**config.mk**
```make
export PLATFORM = sky130hd
export DESIGN_NAME = oldland_fetch_flat
export DESIGN_NICKNAME = d
export VERILOG_FILES = /design/src/rtl/oldland_fetch_if.sv /design/src/rtl/oldland_fetch.sv /design/src/flat_wrapper.sv
export SDC_FILE = /design/constraint.sdc
export NUM_CORES = 1
export LEC_CHECK = 0
export BUFFER_PORTS_ARGS = -buffer_cell sky130_fd_sc_hd__buf_2
export CAP_MARGIN = 20
export CORE_ASPECT_RATIO = 1.4
export CORE_UTILIZATION = 55
export CTS_BUF_LIST = sky130_fd_sc_hd__clkbuf_4 sky130_fd_sc_hd__clkbuf_8
export DETAILED_ROUTE_END_ITERATION = 10
export PLACE_DENSITY = 0.8
export SLEW_MARGIN = 20
export SYNTH_ARGS = -nofsm -noshare
export SYNTH_HDL_FRONTEND = slang
export SYNTH_SLANG_ARGS = --single-unit
```
**constraint.sdc**
```tcl
create_clock -name clk -period 6.3 [get_ports clk]
set_input_delay 0.945 -clock clk [delete_from_list [all_inputs] [get_ports clk]]
set_output_delay 0.945 -clock clk [all_outputs]
set_load 0.005 [all_outputs]
```
**src/rtl/oldland_fetch_if.sv**
```systemverilog
// oldland_fetch_if: instruction memory request/acknowledge bus
interface oldland_fetch_if;
  logic [31:0] i_addr;
  logic        i_access;
  logic        i_ack;
  logic [31:0] i_data;
  modport master (output i_addr, i_access, input i_ack, i_data);
  modport slave (input i_addr, i_access, output i_ack, i_data);
endinterface

```
**src/rtl/oldland_fetch.sv**
```systemverilog
// oldland_fetch: instruction fetch with a 2-entry prefetch buffer, decode bypass and branch flush
module oldland_fetch #(
  parameter logic [31:0] RESET_PC  = 32'h00000000,
  parameter logic [31:0] NOP_INSTR = 32'h00000000
) (
  input  logic            clk,
  input  logic            rst_n,
  oldland_fetch_if.master mem,
  input  logic            stall,
  input  logic            branch_taken,
  input  logic [31:0]     branch_pc,
  output logic [31:0]     instr,
  output logic [31:0]     pc_plus_4,
  output logic            instr_valid
);
  typedef enum logic [1:0] {IDLE, REQ, FLUSH} state_t;
  state_t state, state_n;
  logic [31:0] fetch_pc, fetch_pc_n, addr_n, instr_n, pcp4_n;
  logic [31:0] buf_word [2];
  logic [31:0] buf_pc [2];
  logic [1:0]  count, count_n;
  logic access_n, valid_n, ack, kept, done, pop, bypass, push, issue, wi;
  // next state: buffer bookkeeping, issue decision and decode outputs
  always_comb begin
    ack = mem.i_ack && state != IDLE;
    kept = ack && state == REQ && !branch_taken;
    done = state == IDLE || ack;
    pop = !branch_taken && !stall && count != 2'd0;
    bypass = !branch_taken && !stall && count == 2'd0 && kept;
    push = kept && !bypass;
    wi = count[1] || (count[0] && !pop);
    count_n = branch_taken ? 2'd0 : count + {1'b0, push} - {1'b0, pop};
    fetch_pc_n = branch_taken ? (branch_pc & ~32'h3) : kept ? fetch_pc + 32'd4 : fetch_pc;
    issue = done && count_n != 2'd2;
    state_n = issue ? REQ : done ? IDLE : branch_taken ? FLUSH : state;
    access_n = state_n != IDLE;
    addr_n = issue ? fetch_pc_n : mem.i_addr;
    instr_n = pop ? buf_word[0] : bypass ? mem.i_data : (stall && !branch_taken) ? instr : NOP_INSTR;
    pcp4_n = pop ? buf_pc[0] : bypass ? mem.i_addr + 32'd4 : pc_plus_4;
    valid_n = pop || bypass || (stall && !branch_taken && instr_valid);
  end
  // controller state, fetch address, bus request and decode output registers
  always_ff @(posedge clk or negedge rst_n)
    if (!rst_n) begin
      state <= IDLE;
      fetch_pc <= RESET_PC;
      count <= 2'd0;
      mem.i_access <= 1'b0;
      mem.i_addr <= RESET_PC;
      instr <= NOP_INSTR;
      pc_plus_4 <= 32'h0;
      instr_valid <= 1'b0;
    end else begin
      state <= state_n;
      fetch_pc <= fetch_pc_n;
      count <= count_n;
      mem.i_access <= access_n;
      mem.i_addr <= addr_n;
      instr <= instr_n;
      pc_plus_4 <= pcp4_n;
      instr_valid <= valid_n;
    end
  // buffer storage: head shifts down on pop, new word lands after the survivors
  always_ff @(posedge clk) begin
    if (pop) begin
      buf_word[0] <= buf_word[1];
      buf_pc[0] <= buf_pc[1];
    end
    if (push) begin
      buf_word[wi] <= mem.i_data;
      buf_pc[wi] <= mem.i_addr + 32'd4;
    end
  end
endmodule

```
**src/flat_wrapper.sv**
```systemverilog
// flat-port wrapper written by rule: the top's interface ports become plain ports
module oldland_fetch_flat 
#(
  parameter logic [31:0] RESET_PC  = 32'h00000000,
  parameter logic [31:0] NOP_INSTR = 32'h00000000
)
  (clk, rst_n, stall, branch_taken, branch_pc, instr, pc_plus_4, instr_valid, mem_i_addr, mem_i_access, mem_i_ack, mem_i_data);
  oldland_fetch_if mem_i ();
  input  logic clk;
  input  logic rst_n;
  input  logic stall;
  input  logic branch_taken;
  input  logic [31:0] branch_pc;
  output logic [31:0] instr;
  output logic [31:0] pc_plus_4;
  output logic instr_valid;
  output wire logic [$bits(mem_i.i_addr)-1:0] mem_i_addr;
  output wire logic [$bits(mem_i.i_access)-1:0] mem_i_access;
  input wire logic [$bits(mem_i.i_ack)-1:0] mem_i_ack;
  input wire logic [$bits(mem_i.i_data)-1:0] mem_i_data;
  assign mem_i_addr = mem_i.i_addr;
  assign mem_i_access = mem_i.i_access;
  assign mem_i.i_ack = mem_i_ack;
  assign mem_i.i_data = mem_i_data;
  oldland_fetch #(.RESET_PC(RESET_PC), .NOP_INSTR(NOP_INSTR)) u_core (.clk(clk), .rst_n(rst_n), .mem(mem_i), .stall(stall), .branch_taken(branch_taken), .branch_pc(branch_pc), .instr(instr), .pc_plus_4(pc_plus_4), .instr_valid(instr_valid));
endmodule
```
# After elaboration in Yosys (flattened, before gate mapping)
# Memory sizes are Yosys's and may differ from the RTL's.
# Cells that the tools add are included.
# W data, S select, Z words.
# word_totals
word_cells	58
out_inout_bits	98
mem_count	2
ram_bits	128
input_bits	69
latch_bits	0
mem_bits_ro	0
ff_bits	134
# memory_table
name	depth	width	read_ports	rd_ports_with_merged_regs	write_ports	line	rtl
u_core.buf_pc	2	32	2	0	2	oldland_fetch.sv:20	logic [31:0] buf_pc [2];
u_core.buf_word	2	32	2	0	2	oldland_fetch.sv:19	logic [31:0] buf_word [2];
# classes
div_mod_pow	0
bitwise	0
n_reduce_logical	26
mul	0
add_sub_neg	4
n_mux	15
magnitude_cmp	0
n_eq_ne	3
shifts	0
# ops
op	n
$mux W32	7
$add A32 B3 Y32 const B	2
$logic_and A1 B1 Y1	12
$mux W2	4
$reduce_bool A2 Y1	4
$logic_not A1 Y1	4
$logic_not A2 Y1	2
$logic_or A1 B1 Y1	4
$mux W1	4
$ne A3 B1 Y1 const B	1
$add A2 B1 Y2	1
$eq A2 B1 Y1 const B	1
$ne A2 B2 Y1 const B	1
$sub A2 B1 Y2	1

# Longest topological paths before layout
# depth
depth_word	14
depth_mapped	16
ltp_nobuf	11

# Worst setup path after synthesis
# Ideal clock, no wire load.
# synth_path
path_kind	input port to flip-flop
startpoint	in branch_taken
endpoint	mem u_core.buf_pc[1][0], enable pin
setup_ns	0.565
required_time_ns	5.735
cell_stages	6
path_slack_ns	-0.149
path_buffers	1
t_arrival_ns	5.884
cell_sequence	buf_2 > nor2_1 > o21ai_0 > ha_1 > nor2_1 > nor3_1
# synth_lines
item	line	rtl
start, declared	flat_wrapper.sv:12	input logic branch_taken;
end, declared	oldland_fetch.sv:20	

# Worst setup path after layout
# layout_path
startpoint	in branch_taken
endpoint	reg u_core.mem.i_addr[31]
# layout_via
elab_chain_len	11
elab_cells_between_ends	15
# layout_lines
item	line	rtl
$logic_not A1 Y1	oldland_fetch.sv:26, oldland_fetch.sv:28, oldland_fetch.sv:29	
$logic_and A1 B1 Y1	oldland_fetch.sv:28, oldland_fetch.sv:29	
$logic_and A1 B1 Y1 (2 in series)	oldland_fetch.sv:29	bypass = !branch_taken && !stall && count == 2'd0 && kept;
$logic_not A1 Y1	oldland_fetch.sv:30	push = kept && !bypass;
$logic_and A1 B1 Y1	oldland_fetch.sv:30	
$add A2 B1 Y2	oldland_fetch.sv:32	count_n = branch_taken ? 2'd0 : count + {1'b0, push} - {1'b0, pop};
$sub A2 B1 Y2	oldland_fetch.sv:32	
$mux W2	oldland_fetch.sv:32	
$ne A2 B2 Y1	oldland_fetch.sv:34	issue = done && count_n != 2'd2;
$logic_and A1 B1 Y1	oldland_fetch.sv:34	
end signal, assigned	oldland_fetch.sv:58	mem.i_addr <= addr_n;
end, declared	oldland_fetch_if.sv:7	modport master (output i_addr, i_access, input i_ack, i_data);
# Parallel ways exist; a longest one is shown, timed or not.
# A chain may end at the register's enable or synchronous reset.

==> metrics.yaml <==
core_sq_um: 20000
cts_tree: "done"
power_mw: 4.47
hold_violations: 0
tightest_slew_ns: 0.985
seq_area_frac_synth_pct: 63.9
clk_transition_reported_paths_ns: 0.06
netlist.top_cell.by_area: "edfxtp_1"
hp-class: "register to register"
maxCapViolCount: 0
post-cts-setup-buffers: 0
ant_nets: 0
root_buffer: "clkbuf_8"
antenna_found_initial: 0
synth-simple-area-share_pct: 10.9
cts_sinks: 262
slew_headroom_pct: 34.2
timing.final.crit_share_pct: 57.8
fp.dieArea_sq_um: 21000
use_met2_pct: 43.5
rsz0062_at_grt: "no"
nets: 1156
h-tree-depth: 2
numCtsBuffers: 40
rows: 61
busiest_layer: "met2"
synthArstFlopShare_pct: 51.1
drtIter0Drc: 559
cp_data_required_time_ns: 6.72
synth.mux.area_fraction_pct: 5.97
worstSetupPathType: "primary input to register"
place.gp.congestion: 0.887
totalWireLength_um: 25500
fin_skew_ns: 0.0197
die_w_um: 123
area_delta_synth_final_pct: 17.1
clock_latency_ns: 0.53
grt.met3_usage_pct: 4.38
crit_path_end_kind: "register"
drcViolationCount: 0
hpwlAfterDp_um: 16700
diodes: 0
io_buffers: 164
syn_inst: 911
ys_warn_count: 0
start_kind: "primary input"
start_util_pct: 56.3
met1_usage_pct: 29.6
p_leak_nw: 5.85
first_global_vias: 7959
worstPathArrival_ns: 4.06
syn_avg_cell_area_sq_um: 12.4
synthAdderAreaFrac_pct: 0.556
drt_first_pass_iters: 6
ctsHoldBuffers: 0
synth_edf_count: 128
ys_types: 52
dpl_cell_area_sq_um: 12300
synth_top_area_share_pct: 34.1
synth_top_family_by_area: "simple AND/OR/NAND/NOR gates"
outcome: "complete, no violations"
ys_seq_elements: 262
overflow: 0
synthesis.area_sq_um: 11300
fin_crit_ns: 3.64
synth_top_flop_cell: "dfrtp_1"
stdcell_area_sq_um: 13200
synthesis.nets: 985
slew_viol_final: 0
num_vias: 7921
ios: 167
setup_viol: 0
vias_per_cell: 5.80
grt_use_total_pct: 24.7
synthTopCellsByArea: "edfxtp_1 34%, dfrtp_1 30%, mux2_2 5.7%, o21ai_0 3.0%, nand2_1 2.9%"
fmax_mhz: 275
power_density_nw_per_um2: 339
grt_pass1_wl_um: 39900
synth_compound_area_share_pct: 10.5
grt_start_max_net_pins: 93
crit_path_max_fanout: 20
tns_ns: 0
die_h_um: 171
cts_buffer_depth: 3
cts_resized: 0
wire_per_inst_um: 18.7
synth-xor-area-share_pct: 4.00
drive_gt1_share_pct: 28.6
ir_drop_v: 0.000177
-- metrics by stage --
step                      instances  hold slack [ns]  utilization (%)  setup slack, ns
after floorplan                 911            0.451                -             1.79
after global placement         1292            0.458             61.7             2.29
final                          1366            0.475             65.9             2.66
after CTS                      1366            0.478             65.9             2.73
after detailed placement       1292            0.467             61.7             2.19
after global routing           1366            0.491             65.9             2.46
-- state kept, by name, indices dropped and copies added, names as in the netlist, 2 cells and up --
name / cells
u_core.mem.i_addr: 32
u_core.pc_plus_4: 32
u_core.buf_pc: 64
u_core.state: 2
u_core.buf_word: 64
u_core.instr: 32
u_core.count: 2
u_core.fetch_pc: 32
-- layer usage --
layer / routed length, um / part of all wire (%)
met1: 10100 / 40
met2: 13200 / 52
met3: 1590 / 6.2
met4: 633 / 2.5
met5: 0 / 0
-- cell usage in the layout, fill, tap and decap left out, drive strengths merged, types with 29 or more instances in the layout --
cell / count
inv: 73
o21ai: 67
nand2: 88
mux2: 57
nor2: 45
dfrtp: 134
clkbuf: 61
a22oi: 29
buf: 178
edfxtp: 128
a222oi: 32
-- synthesized netlist by cell type (5+ instances only) --
cell	instances
nor2b_1	7
a222oi_1	32
a21oi_1	6
mux2_2	57
o21ai_0	67
a221o_1	13
dfrtp_1	134
xor2_1	28
a22oi_1	29
buf_2	9
nor4_1	11
ha_1	5
or4_1	5
buf_1	6
nand3_1	24
edfxtp_1	128
clkbuf_1	33
xnor2_1	19
nor3_1	10
inv_1	71
nor2_1	45
and3_1	13
nand4_1	25
nand2_1	88
-- cell type report --
cell class                 instances  area (sq um)
sequential                       262          7200
fill                            1524          6820
multi-input combinational        528          3630
timing repair buffer             178           932
clock buffer                      61           727
tap                              252           315
inverter                          72           270
clock inverter                    13           113
-- critical path, stage by stage --
cell       delay [ns]
buf_2            0.17
nand4bb_1        0.58
nor2_1           0.44
ha_1             0.22
xnor3_1          0.23
nor3_1           0.36
or2_2            0.47
nor2_1           0.26
a221o_1          0.37
-- logic make-up (layout without fill, tap and decap cells) --
family / count (synthesis) / count (layout)
xor+xnor: 49 / 49
simple gates: 248 / 248
flops: 262 / 262
fa+ha+maj: 5 / 5
compound gates: 166 / 166
buf+inv: 121 / 324
mux: 60 / 60
-- report_power, final --
group / internal [mW] / switching, mW
Combinational: 0.336 / 0.414
Clock: 0.822 / 0.643
Sequential: 2.06 / 0.194
-- path summary, 6_finish.rpt --
kind / slack (ns) / startpoint / cells after the start / to
hold / removal: 0.48 / u_core.buf_word[0][24] / 2 / u_core.instr[24]
setup reg to reg: 2.83 / u_core.state[1] / 8 / u_core.mem.i_addr[31]
max in group asynchronous: 4.58 / rst_n / 2 / u_core.instr[23]
hold reg to reg: 0.48 / u_core.buf_word[0][24] / 2 / u_core.instr[24]
min in group asynchronous: 0.52 / rst_n / 1 / u_core.instr[4]
setup / recovery: 2.66 / branch_taken / 9 / u_core.mem.i_addr[31]
Note: power is estimated with default switching activity, not from simulation.
